**src/rtl/spike_rate_meter.sv**
```systemverilog
// Windowed spike-rate meter: counts spikes and tracks peak membrane potential
// over a programmable window, flags bursts and measures inter-spike intervals.
module spike_rate_meter #(
  parameter int CNT_W = 8,
  parameter int U_W   = 4
) (
  input  logic             clk,
  input  logic             rst_n,
  input  logic             ena,
  input  logic             spike,
  input  logic [U_W-1:0]   u_in,
  input  logic [2:0]       win_len,
  input  logic [CNT_W-1:0] burst_thr,
  output logic [CNT_W-1:0] rate,
  output logic             rate_valid,
  output logic [U_W-1:0]   peak_u,
  output logic             burst,
  output logic [CNT_W-1:0] isi,
  output logic             isi_valid
);

  localparam int WIN_W = 11;
  localparam logic [CNT_W-1:0] CNT_MAX = '1;
  localparam logic [CNT_W-1:0] CNT_ONE = {{(CNT_W-1){1'b0}}, 1'b1};
  localparam logic [WIN_W-1:0] WIN_ONE = {{(WIN_W-1){1'b0}}, 1'b1};

  typedef enum logic {IDLE, COUNT} state_t;

  state_t           state;
  logic [2:0]       wl_reg;
  logic [WIN_W-1:0] win_cnt;
  logic [CNT_W-1:0] spike_cnt;
  logic [CNT_W-1:0] isi_cnt;
  logic [U_W-1:0]   peak_acc;
  logic             seen_spike;

  logic [2:0]       wl_eff;
  logic [11:0]      win_last;
  logic             win_at_last;
  logic [CNT_W-1:0] spike_cnt_next;
  logic [CNT_W-1:0] isi_cnt_next;
  logic [U_W-1:0]   peak_next;

  // The first enabled edge out of IDLE is already window cycle 0, so it
  // must use win_len directly rather than the not-yet-latched copy.
  always_comb begin
    wl_eff         = (state == IDLE) ? win_len : wl_reg;
    win_last       = (12'd16 << wl_eff) - 12'd1;
    win_at_last    = ({1'b0, win_cnt} == win_last);
    spike_cnt_next = (spike && (spike_cnt != CNT_MAX)) ? spike_cnt + CNT_ONE : spike_cnt;
    isi_cnt_next   = (isi_cnt != CNT_MAX) ? isi_cnt + CNT_ONE : isi_cnt;
    peak_next      = (u_in > peak_acc) ? u_in : peak_acc;
  end

  always_ff @(posedge clk or negedge rst_n) begin
    if (!rst_n) begin
      state      <= IDLE;
      wl_reg     <= 3'd0;
      win_cnt    <= '0;
      spike_cnt  <= '0;
      isi_cnt    <= '0;
      peak_acc   <= '0;
      seen_spike <= 1'b0;
      rate       <= '0;
      rate_valid <= 1'b0;
      peak_u     <= '0;
      burst      <= 1'b0;
      isi        <= '0;
      isi_valid  <= 1'b0;
    end else begin
      rate_valid <= 1'b0;
      isi_valid  <= 1'b0;
      if (ena) begin
        state <= COUNT;
        if (state == IDLE) begin
          wl_reg <= win_len;
        end
        if (win_at_last) begin
          rate       <= spike_cnt_next;
          peak_u     <= peak_next;
          burst      <= (spike_cnt_next >= burst_thr);
          rate_valid <= 1'b1;
          spike_cnt  <= '0;
          peak_acc   <= '0;
          win_cnt    <= '0;
          wl_reg     <= win_len;
        end else begin
          spike_cnt  <= spike_cnt_next;
          peak_acc   <= peak_next;
          win_cnt    <= win_cnt + WIN_ONE;
        end
        // isi_cnt holds cycles since the last spike minus one.
        if (spike) begin
          isi_cnt    <= '0;
          seen_spike <= 1'b1;
          if (seen_spike) begin
            isi       <= isi_cnt_next;
            isi_valid <= 1'b1;
          end
        end else begin
          isi_cnt <= isi_cnt_next;
        end
      end else begin
        // Leaving COUNT discards any partial window.
        state      <= IDLE;
        win_cnt    <= '0;
        spike_cnt  <= '0;
        isi_cnt    <= '0;
        peak_acc   <= '0;
        seen_spike <= 1'b0;
      end
    end
  end

endmodule

```
**config.mk**
```make
export PLATFORM = sky130hd
export DESIGN_NAME = spike_rate_meter
export DESIGN_NICKNAME = d
export VERILOG_FILES = /design/src/rtl/spike_rate_meter.sv
export SDC_FILE = /design/constraint.sdc
export NUM_CORES = 1
export LEC_CHECK = 0
export ABC_AREA = 1
export BUFFER_PORTS_ARGS = -buffer_cell sky130_fd_sc_hd__buf_2
export CORE_ASPECT_RATIO = 0.6
export CORE_MARGIN = 1
export CORE_UTILIZATION = 45
export DETAILED_ROUTE_END_ITERATION = 10
export GPL_TIMING_DRIVEN = 0
export HOLD_SLACK_MARGIN = 0.12
export PLACE_DENSITY_LB_ADDON = 0.15
export SETUP_SLACK_MARGIN = 0.3
export SYNTH_ARGS = -nofsm -noshare
export SYNTH_HDL_FRONTEND = slang
export SYNTH_SLANG_ARGS = --single-unit
```
**constraint.sdc**
```tcl
create_clock -name clk -period 7.3 [get_ports clk]
set_clock_uncertainty 0.05 [all_clocks]
set_input_delay 0.73 -clock clk [delete_from_list [all_inputs] [get_ports clk]]
set_output_delay 0.73 -clock clk [all_outputs]
set_load 0.01 [all_outputs]
```
# Word level (Yosys, flattened, before mapping)
# Index checks and enable logic that the tools add are counted.
[op_classes]
add_sub_neg = 4
mul = 0
n_div = 0
order_cmp = 2
eq_ne = 4
n_shift = 1
n_mux = 21
bitwise_logic = 0
n_reduce_logical = 3
[op_table]
columns = ["operator", "n"]
rows = [
  ["2-to-1 mux 8 bit", 6],
  ["2-to-1 mux 11 bit", 2],
  ["adder 8 x 1 -> 8 bit, second input constant", 2],
  ["!= test 8 bit, second input constant", 2],
  ["== test 11 x 12 -> 1 bit", 1],
  ["2-to-1 mux 4 bit", 3],
  ["left shift 5 x 3 -> 12 bit, first input constant", 1],
  ["subtractor 12 x 1 -> 12 bit, second input constant", 1],
  ["adder 11 x 1 -> 11 bit, second input constant", 1],
  [">= comparator 8 bit", 1],
  ["2-to-1 mux 1 bit", 8],
  ["2-to-1 mux 3 bit", 2],
  ["greater-than comparator 4 bit", 1],
  ["AND reduction 3 bit", 1],
  ["!= test 2 x 1 -> 1 bit, second input constant", 1],
  ["AND reduction 2 bit", 1],
  ["logical AND 1 bit", 1],
]
[word_totals]
ff_bits = 59
latch_bits = 0
ramBits = 0
rom_bits = 0
in_bits = 19
output_inout_bits = 23
wordCells = 48
n_memories = 0

# Longest topological paths before layout
[logic_depth]
word_depth = 6
ltp_mapped = 15

# Worst setup path before layout
# Ideal clock, no wire load.
[synth_timing]
path_kind = "flip-flop to flip-flop"
startpoint = "reg spike_cnt[0]"
endpoint = "reg burst"
setup_ns = 0.121
arrival_ns = 2.343
slack_ns = 4.786
stages_incl_launch_ff = 16
synth_period_minus_slack_ns = 2.514
path_cell_list = "dfrtp_1 > ha_1 > nand3_1 > nor2_1 > a21oi_2 > inv_1 > a21oi_1 > o21bai_1 > inv_1 > ha_1 > a21oi_1 > o21ai_0 > nand2_1 > o211ai_1 > a21oi_1 > o21ai_2"
[synth_via]
elab_chain_len = 4
[synth_lines]
columns = ["element", "line", "text"]
rows = [
  ["start, declared", "32", "logic [CNT_W-1:0] spike_cnt;"],
  ["start signal, assigned", "88", "spike_cnt <= spike_cnt_next;"],
  ["branches (longest 2 deep; another with adder 8 x 1 -> 8 bit)", "-", ""],
  ["2-to-1 mux 8 bit (*)", "50", "spike_cnt_next = (spike && (spike_cnt != CNT_MAX)) ? spike_cnt + CNT_ONE : spike_cnt;"],
  ["via spike_cnt_next[3]", "40", "logic [CNT_W-1:0] spike_cnt_next;"],
  [">= comparator 8 bit (*)", "81", "burst <= (spike_cnt_next >= burst_thr);"],
  ["end signal, assigned", "81", ""],
  ["end, declared", "17", "output logic burst,"],
]
# Mark *: on every way through the listed nets, which the timed path passes.
# A chain may end at the register's enable or synchronous reset.

# Worst setup path after layout
# Ends and elaborated chain as after synthesis.

==> results.txt <==
----------------------------------------------------
[Run status]
  Run status ... finished clean

[Worst hold path]
  Tightest Hold Check Type ... input port to asynchronous set/reset pin

[Synthesis]
  Async set or reset register ratio after synthesis ... 1.000
  Mapped Nets ... 441
  Count of cell types in the netlist ... 33
  Most common flop cell mapped by yosys ... sky130_fd_sc_hd__dfrtp_1
  Share of the yosys chip area belonging to registers ... 0.4473
  Number of instances in the synthesized netlist ... 406
  Mean post-synth cell area ... 8.130 µm²
  Count of state elements after synthesis ... 59
  Yosys Warn Count ... 0
  Post-Syn Area ... 3301 µm²
  Portion of synthesized cell area occupied by the leading cell type ... 0.4473
  Dominant cells by area after synthesis ... sky130_fd_sc_hd__dfrtp_1 (45%), sky130_fd_sc_hd__nand2_1 (11%), sky130_fd_sc_hd__inv_1 (6.6%)
  Cell taking the most area after synthesis ... sky130_fd_sc_hd__dfrtp_1
  Number of synthesized flops with an enable pin ... 0

[Final layout]
  Area grow syn2layout ... 18.27%
  Commonest non-fill, non-tap cells in the layout ... sky130_fd_sc_hd__nand2_1 (96), sky130_fd_sc_hd__dfrtp_1 (59), sky130_fd_sc_hd__inv_1 (58), sky130_fd_sc_hd__buf_2 (41), sky130_fd_sc_hd__nor2_1 (40)
  Ant. Diodes ... 0
  Number of nets in the layout ... 493
  Number of flip-flops in the largest register ... 11
  Fillers ... 645
  Register name with the most flops ... win_cnt
  Fraction of layout cells with a size suffix above 1 ... 0.2095
  Layout Cell Area excl Fill ... 3904 µm²
  Most common library cell in the layout ignoring fill and taps ... sky130_fd_sc_hd__nand2_1
  Final standard cell utilization of the core ... 0.5676

[STA]
  Relative slew slack ... 0.5121
  Highest attainable clock frequency ... 343.6 MHz
  Slew at the pin closest to its max-slew limit ... 0.7319 ns
  Number of setup violations in the final report ... 0
  Final critical-path required period ... 2.910 ns
  Setup TNS after final layout ... 0 ns
  RSZ-0062 raised after global routing ... no
  Fin crit share ... 0.3987
  Final slew viol count ... 0
  Final number of hold-violating endpoints ... 0

[Clock tree]
  Worst-case clock buffer depth ... 2
  CTS clk-pin slew, worst paths ... 0.05 ns
  Clock latency reported for the late side of the worst-skew pair ... 0.33 ns
  Count of hold buffers inserted by post-cts repair ... 0
  Resized cells post-CTS ... 0
  CTS tree ... yes
  Number of clock sinks ... 59
  Number of buffers added for setup after CTS ... 0
  CTS Root Cell ... sky130_fd_sc_hd__clkbuf_16
  Level count of the clock H-tree ... 3
  Number of buffers created by CTS ... 9

[Detailed routing]
  Antenna violation net count after detailed routing ... 0
  Routed met3 length ... 321 µm
  Via Count ... 2,701
  First-pass iteration count of the detailed router ... 4
  Aggregate routed wire length ... 6.884 mm
  Post-detailed-route wirelength per cell ... 12.52 µm
  Iter 0 DRT Violations ... 173
  Max layer used ... met4
  Drt drc ... 0
  Routed length on met1 ... 3.766 mm
  Post-detailed-route via-to-cell ratio ... 4.911
  Met2 wire length ... 2.703 mm

[Critical path]
  Crit path max fanout ... 10
  CP endpoint kind ... register
  Critical path launch point type ... register
  WP data arrival ... 3.07 ns
  Critical path type ... register to register
  Data required time of the critical path ... 7.46 ns

[Global route]
  Number of global-route vias before repair ... 2,482
  Maximum number of pins on one net before global-route repair ... 60
  Grt total ovfl ... 0
  Combined global-route utilization of all metal layers ... 0.2022
  Wire length of the first global-routing pass ... 11.61 mm
  Number of antenna violations at the first check in global routing ... 0

[Power]
  Total power ... 889.1 µW
  Sequential share of power ... 0.400
  Internal cell power ... 652.8 µW
  Proportion of power drawn by combinational gates ... 0.145
  Switching share of power ... 0.2658
  Power Dens Cells ... 227.8 nW/µm²
  Switch Pwr ... 236.3 µW
  Clk network pwr share ... 0.455
  Peak supply drop ... 103.6 µV
  Standby leakage power ... 2.058 nW

[Die]
  Core ar. ... 6878 µm²
  Initial cell density of the core ... 0.4799
  Die area ... 7693 µm²
  Site row count ... 23
  I/O Pins ... 42
  Die width ... 112.6 µm
  Vertical extent of the die ... 68.34 µm

[Placement]
  Last weighted congestion value of the routability-driven placer ... 0.8226
  DP HPWL ... 5.109 mm
  Instance area at placement ... 3615 µm²
  Number of port buffers ... 41

[Run]
  Number of maximum-capacitance violations ... 0

----------------------------------------------------
path summary, 6_finish.rpt:
kind	start	end	slack (ns)	cells past startpoint
setup / recovery	spike_cnt[0]	burst	4.39	15
hold / removal	rst_n	rate_valid	0.42	1
setup reg to reg	spike_cnt[0]	burst	4.39	15
hold reg to reg	isi[0]	isi[0]	0.42	2
max in group asynchronous	rst_n	win_cnt[4]	6.30	1
min in group clk	isi[0]	isi[0]	0.42	2
power by group through the flow:
stage                     Clock, mW  Sequential, mW  Combinational (mW)
final                         0.405           0.355               0.129
after detailed placement          0           0.361               0.129
after floorplan                   0           0.361              0.0889
after CTS                     0.416           0.355               0.130
after global routing          0.430           0.357               0.151
after global placement            0           0.360               0.125
layer usage:
metal | up-vias | global-route usage
li1 | 1396 | -
met1 | 1241 | 0.2867
met2 | 56 | 0.2940
met3 | 8 | 0.05669
met4 | 0 | 0.07500
met5 | - | 0
critical path, cell delays in order (launching register included):
cell                       delay, ns
sky130_fd_sc_hd__dfrtp_1        0.42
sky130_fd_sc_hd__ha_1           0.26
sky130_fd_sc_hd__nand3_1        0.09
sky130_fd_sc_hd__nor2_1         0.06
sky130_fd_sc_hd__a21oi_2        0.36
sky130_fd_sc_hd__inv_1          0.15
sky130_fd_sc_hd__a21oi_1        0.13
sky130_fd_sc_hd__o21bai_1       0.19
sky130_fd_sc_hd__inv_1          0.08
sky130_fd_sc_hd__ha_1           0.29
sky130_fd_sc_hd__a21oi_1        0.14
sky130_fd_sc_hd__o21ai_0        0.12
sky130_fd_sc_hd__nand2_1        0.08
sky130_fd_sc_hd__o211ai_1       0.07
sky130_fd_sc_hd__a21oi_1        0.20
sky130_fd_sc_hd__o21ai_2        0.08
cell usage after synthesis (all sizes together) (2+ instances only):
cell type	n
nand2	105
dfrtp	59
inv	59
nor2	42
nand3	30
o21ai	30
a21oi	18
ha	16
nor3	8
xnor2	7
xor2	7
buf	6
nand4	5
or2	4
o21bai	3
o21a	2
final cells by class:
cell class | count | area (µm²) | area share
Tap cell | 87 | 108.9 | 0.02788
Buffer | 7 | 55.05 | 0.01410
Timing Repair Buffer | 41 | 207.7 | 0.05321
Multi-Input combinational cell | 281 | 1548 | 0.3965
Sequential cell | 59 | 1476 | 0.3782
Clock inverter | 5 | 53.80 | 0.01378
Inverter | 59 | 221.5 | 0.05673
Clock buffer | 11 | 232.7 | 0.05962
cells by family (layout without fill, tap and decap cells):
group | count (synthesis) | in the layout | synth area share
xor gates and xnor gates | 14 | 14 | 0.03715
adders and majority gates | 16 | 16 | 0.06065
AOI/OAI and AO/OA | 55 | 55 | 0.1042
muxes | 1 | 1 | 0.003033
and+or+nand+nor | 195 | 195 | 0.2638
DFF | 59 | 59 | 0.4473
buffers and inverters | 66 | 123 | 0.08377
metrics by stage:
stage               instances  setup slack (ns)  hold WS, ns
finish                    550             4.390       0.4164
global route              550             4.046       0.4405
CTS                       550             4.345       0.4235
detailed placement        534             4.293       0.4033
global placement          534             4.302       0.3999
floorplan                 406             4.786       0.3812
Note: power is estimated with default switching activity, not from simulation.
